[src/rtl/handshake_const_compare_if.sv]
// Elastic handshake bundle for handshake_const_compare.
//   ins/ins_valid/ins_ready    : input data channel (producer -> unit)
//   outs/outs_valid/outs_ready : 1-bit result channel (unit -> consumer)
// master = the side that feeds ins and consumes outs; slave = the unit.
interface handshake_const_compare_if #(
    parameter int DATA_WIDTH = 32
);
    logic [DATA_WIDTH-1:0] ins;
    logic                  ins_valid;
    logic                  ins_ready;
    logic                  outs;
    logic                  outs_valid;
    logic                  outs_ready;

    modport master (
        output ins, ins_valid, outs_ready,
        input  ins_ready, outs, outs_valid
    );

    modport slave (
        input  ins, ins_valid, outs_ready,
        output ins_ready, outs, outs_valid
    );
endinterface

[src/rtl/handshake_const_compare.sv]
// Elastic equality test against a compile-time constant.
// Each accepted input token produces one 1-bit result token (1 = equal),
// buffered in a 2-entry FIFO so ins_ready never depends on outs_ready.
// Ports:
//   clk         : clock, rising edge
//   rst         : asynchronous active-low reset
//   bus         : slave side of handshake_const_compare_if (ins*, outs*)
//   match_count : saturating count of accepted tokens that matched
module handshake_const_compare #(
    parameter int          DATA_WIDTH  = 32,
    parameter int unsigned CONST_VALUE = 28,
    parameter int          CNT_WIDTH   = 16
) (
    input  logic                 clk,
    input  logic                 rst,
    handshake_const_compare_if.slave bus,
    output logic [CNT_WIDTH-1:0] match_count
);
    // Zero-extend or truncate the constant to the data width.
    localparam logic [DATA_WIDTH-1:0] CONST_CMP = DATA_WIDTH'(CONST_VALUE);

    logic [1:0]           mem_q, mem_d;
    logic                 rd_ptr_q, rd_ptr_d;
    logic                 wr_ptr_q, wr_ptr_d;
    logic [1:0]           cnt_q, cnt_d;
    logic [CNT_WIDTH-1:0] match_cnt_q, match_cnt_d;

    logic push;
    logic pop;
    logic is_match;

    // Readiness comes only from the registered occupancy (and reset), which
    // breaks the combinational path from outs_ready back to ins_ready.
    assign bus.ins_ready  = rst & (cnt_q != 2'd2);
    assign bus.outs_valid = (cnt_q != 2'd0);
    // Masked so an empty FIFO always presents 0 rather than a stale entry.
    assign bus.outs       = bus.outs_valid & mem_q[rd_ptr_q];
    assign match_count    = match_cnt_q;

    assign push     = bus.ins_valid & bus.ins_ready;
    assign pop      = bus.outs_valid & bus.outs_ready;
    assign is_match = (bus.ins == CONST_CMP);

    always_comb begin
        mem_d       = mem_q;
        wr_ptr_d    = wr_ptr_q;
        rd_ptr_d    = rd_ptr_q;
        cnt_d       = cnt_q;
        match_cnt_d = match_cnt_q;

        if (push) begin
            mem_d[wr_ptr_q] = is_match;
            wr_ptr_d        = ~wr_ptr_q;
            if (is_match && (match_cnt_q != {CNT_WIDTH{1'b1}})) begin
                match_cnt_d = match_cnt_q + 1'b1;
            end
        end
        if (pop) begin
            rd_ptr_d = ~rd_ptr_q;
        end

        case ({push, pop})
            2'b10:   cnt_d = cnt_q + 2'd1;
            2'b01:   cnt_d = cnt_q - 2'd1;
            default: cnt_d = cnt_q;
        endcase
    end

    always_ff @(posedge clk or negedge rst) begin
        if (!rst) begin
            mem_q       <= '0;
            wr_ptr_q    <= 1'b0;
            rd_ptr_q    <= 1'b0;
            cnt_q       <= 2'd0;
            match_cnt_q <= '0;
        end else begin
            mem_q       <= mem_d;
            wr_ptr_q    <= wr_ptr_d;
            rd_ptr_q    <= rd_ptr_d;
            cnt_q       <= cnt_d;
            match_cnt_q <= match_cnt_d;
        end
    end
endmodule

[src/flat_wrapper.sv]
// flat-port wrapper written by rule: the top's interface ports become plain ports
module handshake_const_compare_flat 
#(
    parameter int          DATA_WIDTH  = 32,
    parameter int unsigned CONST_VALUE = 28,
    parameter int          CNT_WIDTH   = 16
)
  (clk, rst, match_count, bus_ins, bus_ins_valid, bus_outs_ready, bus_ins_ready, bus_outs, bus_outs_valid);
  handshake_const_compare_if #(.DATA_WIDTH(DATA_WIDTH)) bus_i ();
  input  logic clk;
  input  logic rst;
  output logic [CNT_WIDTH-1:0] match_count;
  input wire logic [$bits(bus_i.ins)-1:0] bus_ins;
  input wire logic [$bits(bus_i.ins_valid)-1:0] bus_ins_valid;
  input wire logic [$bits(bus_i.outs_ready)-1:0] bus_outs_ready;
  output wire logic [$bits(bus_i.ins_ready)-1:0] bus_ins_ready;
  output wire logic [$bits(bus_i.outs)-1:0] bus_outs;
  output wire logic [$bits(bus_i.outs_valid)-1:0] bus_outs_valid;
  assign bus_i.ins = bus_ins;
  assign bus_i.ins_valid = bus_ins_valid;
  assign bus_i.outs_ready = bus_outs_ready;
  assign bus_ins_ready = bus_i.ins_ready;
  assign bus_outs = bus_i.outs;
  assign bus_outs_valid = bus_i.outs_valid;
  handshake_const_compare #(.DATA_WIDTH(DATA_WIDTH), .CONST_VALUE(CONST_VALUE), .CNT_WIDTH(CNT_WIDTH)) u_core (.clk(clk), .rst(rst), .bus(bus_i), .match_count(match_count));
endmodule
[config.mk]
export PLATFORM = sky130hd
export DESIGN_NAME = handshake_const_compare_flat
export DESIGN_NICKNAME = d
export VERILOG_FILES = /design/src/rtl/handshake_const_compare_if.sv /design/src/rtl/handshake_const_compare.sv /design/src/flat_wrapper.sv
export SDC_FILE = /design/constraint.sdc
export NUM_CORES = 1
export LEC_CHECK = 0
export BUFFER_PORTS_ARGS = -buffer_cell sky130_fd_sc_hd__clkbuf_2
export CORE_ASPECT_RATIO = 0.6
export CORE_MARGIN = 3
export CORE_UTILIZATION = 45
export CTS_CLUSTER_SIZE = 16
export DETAILED_ROUTE_END_ITERATION = 10
export PLACE_DENSITY = 0.78
export RECOVER_POWER = 100
export SLEW_MARGIN = 20
export SYNTH_ARGS = -nofsm -noshare
export SYNTH_HDL_FRONTEND = slang
export SYNTH_SLANG_ARGS = --single-unit
[constraint.sdc]
create_clock -name clk -period 2.1 [get_ports clk]
set_input_delay 0.63 -clock clk [delete_from_list [all_inputs] [get_ports clk]]
set_output_delay 0.63 -clock clk [all_outputs]
set_load 0.02 [all_outputs]
# After elaboration in Yosys (flattened, before gate mapping)
# Cells that the tools add are included.
# totals
mem_count,0
ramBits,0
register_bits,22
latchBits,0
rom_bits,0
output_inout_bits,19
# op_classes
add_sub_neg,3
shift,0
n_reduce_logical,5
eq_ne,5
magnitude_cmp,3
div,0
bitwise,6
mux,6
n_mul,0
# ops
cell,n
$eq 32x5->1 const B,1
$add 16x1->16 const B,1
$ne 16x16->1 const B,1
$and 1x1->1,4
$lt 1x2->1 const B,2
$pmux 2 s2,1
$reduce_bool 2->1,2
$mux 1,3
$add 2x1->2 const B,1
$bwmux 2,1
$eq 2x1->1 const B,1
$eq 2x2->1 const B,1
$logic_and 1x1->1,2
$ne 2x2->1 const B,1
$not 1->1,2
$reduce_and 2->1,1
$sub 2x1->2 const B,1
$demux 1 s1,1
$ge 1x1->1 const B,1

# Longest topological paths before layout
# logic_depth
word_depth,5
depth_mapped,7
mapped_depth_nobuf,7

# Least setup slack after synthesis
# No wires, ideal clock.
# synth_timing
kind,reg-to-reg
start,"register u_core.match_cnt_q[0], in the netlist u_core.match_count[0]"
end,"register u_core.match_cnt_q[8], in the netlist u_core.match_count[8]"
arrival_time_ns,2.006
path_slack_ns,-0.036
setup_time_ns,0.130
stages_incl_launch_ff,7
t_required_ns,1.970
period_less_slack_ns,2.136
path_cell_list,dfrtp_1 ha_1 nand3_2 or4b_4 a2111oi_4 nand3_1 xnor2_1
# synth_via
elab_chain_len,3
word_cells_on_any_way,4
classes_between,add/sub: 1; eq/ne: 1; reduce/logical: 2
# synth_lines
element,line,rtl
start: declaration,handshake_const_compare.sv:26,"logic [CNT_WIDTH-1:0] match_cnt_q, match_cnt_d;"
start signal: assignment,handshake_const_compare.sv:81,match_cnt_q <= match_cnt_d;
"parallel branches: the longest is 3 deep, another holds $add 16x1->16",-,
# Parallel ways; which one is timed is not known.
# A chain may end at the register's enable or synchronous reset.

# Worst setup path in the final report
# layout_timing
start,"register u_core.match_cnt_q[1], in the netlist u_core.match_count[1]"
end,"register u_core.match_cnt_q[10], in the netlist u_core.match_count[10]"
# The elaborated chain is that of the path after synthesis.

==> impl_metrics.yaml <==
status:
  outcome: "completed"
route:
  num_vias: 1085
  wirelength_um: 2910
  wl_per_cell_um: 13.8
  drt_iter0_drc: 48
  first_pass_iters: 4
  ant_nets: 0
  drc: 0
  viasPerCell: 5.17
pwr:
  p_leak_nw: 0.732
  swShare_pct: 28.8
  clock_power_share_pct: 28.6
  seq_power_share_pct: 49.0
  ir_drop_mv: 0.330
  p_int_mw: 0.745
  comb_power_share_pct: 22.4
  p_per_area_nw_per_um2: 653
  p_sw_mw: 0.302
setup_path:
  cp-start-kind: "register"
  cp.depth: 6
  crit_required_ns: 2.24
  worstPathArrival_ns: 2.12
  timing.critical_path.buf_inv: 0
  crit_path_end_kind: "register"
  critPathSlowestCell: "or4b_4"
  path_max_fanout: 4
  criticalPathCategory: "reg -> reg"
  critical-path-max-stage-delay_ns: 0.54
  cpLargestDelayFamily: "simple AND/OR/NAND/NOR gates"
  crit_chain: "ha_4, nand3_4, or4b_4, a2111oi_4, nand3_1, xnor2_1"
  worstRegToRegCells: 6
logic_synthesis:
  synthDistinctLibCells: 26
  synth_fa_ha_area_share_pct: 2.17
  synth_area_leaders: "dfrtp_1, xnor2_1, nand3_1, nor4_1, and3_1"
  synth_top_cell_area_share_pct: 47.8
  synthesis.area_um2: 1150
  postSynthAreaPerCell_um2: 10.7
  yosysTopAreaCell: "dfrtp_1"
  synth_compound_area_share_pct: 3.59
  yosys_warnings: 0
  synth_top_family_by_area: "simple AND/OR/NAND/NOR gates"
  synth.area.mux_share_pct: 2.83
  synthCells: 108
  yosys.area_share.xor_xnor_pct: 15.2
  synth-simple-area-share_pct: 26.7
  syn_nets: 146
  ys_ff_latch: 22
  yosysSeqAreaShare_pct: 47.8
timing:
  min_period_ns: 1.98
  clock.fmax_mhz: 506
  slew_viol_final: 0
  finClkSkew_ns: 0.00573
  period_share_pct: 94.2
  finalHoldViolCount: 0
  tns_ns: 0
  setup_viol: 0
  layout_setup_ws_ns: 0.123
  worst_slew_pin_slew_ns: 0.800
  slew_headroom_pct: 46.6
finish:
  area_growth_pct: 39.3
  drive_above_1_share_pct: 32.8
  fin_area_um2: 1600
  nets: 219
  fin_cells: 210
  antenna_cells: 0
placement:
  placed_cells: 205
  finalWeightedCongestion: 0.839
  place_area_um2: 1560
  hpwl_um: 2420
  port_buffers: 54
  place_ws_ns: -0.0746
floorplanning:
  dieWidth_um: 71.3
  pin_count: 55
  core_area_um2: 2290
  initial_core_util_pct: 50.2
  num_rows: 13
  dieArea_um2: 3220
  die_y_um: 45.2
clock_network:
  ctsHtreeMaxLevel: 1
  clk_pin_slew_ns: 0.08
  clock-sinks: 22
  numCtsBuffers: 3
  root_buffer: "clkbuf_8"
  insertion_delay_ns: 0.26
  hold_buffers: 0
  cts_max_path_buffers: 2
  cts_tree: "done"
grt:
  grt_pass1_wl_um: 4970
  grt_usage_pct: 19.8
  grt_pass1_vias: 1110
  antenna_found_initial: 0
  grt_max_degree: 16
  grt_overflow: 0
min_path:
  hold_class: "in -> async"
flow_run:
  cap_violations: 0
-- layer usage --
layer  GRT usage [%]  vias to the layer above  wire length (um)
met2            33.9                       37              1380
met5               0                        -                 0
met1            25.8                      510              1310
met3            4.89                        4               185
met4            4.49                        0                33
li1                -                      534                 -
-- metrics by stage --
stage | utilization [%] | total power [mW] | hold WS, ns
floorplan | - | 0.660 | 0.334
global placement | 68.1 | 0.746 | 0.479
detailed placement | 68.1 | 0.766 | 0.494
CTS | 70.5 | 1.06 | 0.295
global route | 69.9 | 1.11 | 0.337
finish | 69.9 | 1.05 | 0.317
-- flip-flops by register name (all words and copies together), names as in the netlist --
register / count
u_core.cnt_q: 2
u_core.match_count: 16
u_core.mem_q: 2
u_core.rd_ptr_q: 1
u_core.wr_ptr_q: 1
-- worst reg2reg max path: stages, from the launching register on --
cell,delay (ns)
dfrtp_2,0.40
ha_4,0.16
nand3_4,0.09
or4b_4,0.54
a2111oi_4,0.38
nand3_1,0.14
xnor2_1,0.15
-- power groups by stage --
stage | Combinational [mW] | Clock [mW] | Sequential (mW)
floorplan | 0.151 | 0 | 0.509
global placement | 0.232 | 0 | 0.514
detailed placement | 0.245 | 0 | 0.521
CTS | 0.248 | 0.305 | 0.512
global route | 0.263 | 0.325 | 0.519
finish | 0.235 | 0.300 | 0.513
-- logic make-up after synthesis --
group                      count (synthesis)
DFF                                       22
buffers and inverters                      5
xor gates and xnor gates                  20
and+or+nand+nor                           53
AOI/OAI and AO/OA                          3
adders and majority gates                  2
muxes                                      3
-- worst paths after layout --
check                                 startpoint                      to  slack, ns
setup / recovery           u_core.match_count[1]  u_core.match_count[10]       0.12
hold / removal                               rst         u_core.mem_q[1]       0.32
setup reg to reg           u_core.match_count[1]  u_core.match_count[10]       0.12
hold reg to reg                  u_core.rd_ptr_q         u_core.rd_ptr_q       0.50
max in group asynchronous                    rst         u_core.cnt_q[0]       0.83
min in group clk                 u_core.rd_ptr_q         u_core.rd_ptr_q       0.50
-- placed cells by master, fill, tap and decap left out, types with 3 or more instances in the layout --
cell type  synthesis  layout
inv_1              4       4
nor4_1             8       8
dfrtp_1           22      20
nand3_1           14      14
nand2_1            4       4
clkbuf_8           0       4
and3_1             5       5
buf_4              0       8
nand4_1            5       5
clkbuf_1           1      23
xor2_1             3       3
xnor2_1           17      17
clkbuf_2           0      36
nor2_1             7       7
-- timing repair --
item / 4_1_cts / 5_1_grt
setup buffers: 0 / 1
resized for setup: 0 / 3
pin swaps: 1 / 2
endpoints found under the setup margin: 4 / 5
-- area by class of cell --
cell class | count | area [um^2]
Sequential cell | 22 | 553
Inverter | 4 | 15.0
Tap cell | 30 | 37.5
Fill cell | 190 | 689
Clock buffer | 4 | 55.1
Timing Repair Buffer | 69 | 342
Multi-Input combinational cell | 81 | 602
-- cells in the mapped netlist --
library cell,n
ha_1,2
nand2_1,4
nor4bb_1,1
nand3_2,1
xor2_1,3
mux2i_1,1
nand2b_1,1
and3_2,1
a2111oi_4,1
o41ai_1,1
nor2_1,7
or4b_4,1
nand3_1,14
nand4_1,5
and3_1,5
nor4_1,8
and2_1,2
nor3_1,1
xnor2_1,17
mux2_2,2
nor4b_1,1
clkbuf_1,1
or4b_1,1
inv_1,4
dfrtp_1,22
o21ai_0,1
(Power assumes the default switching activity.)
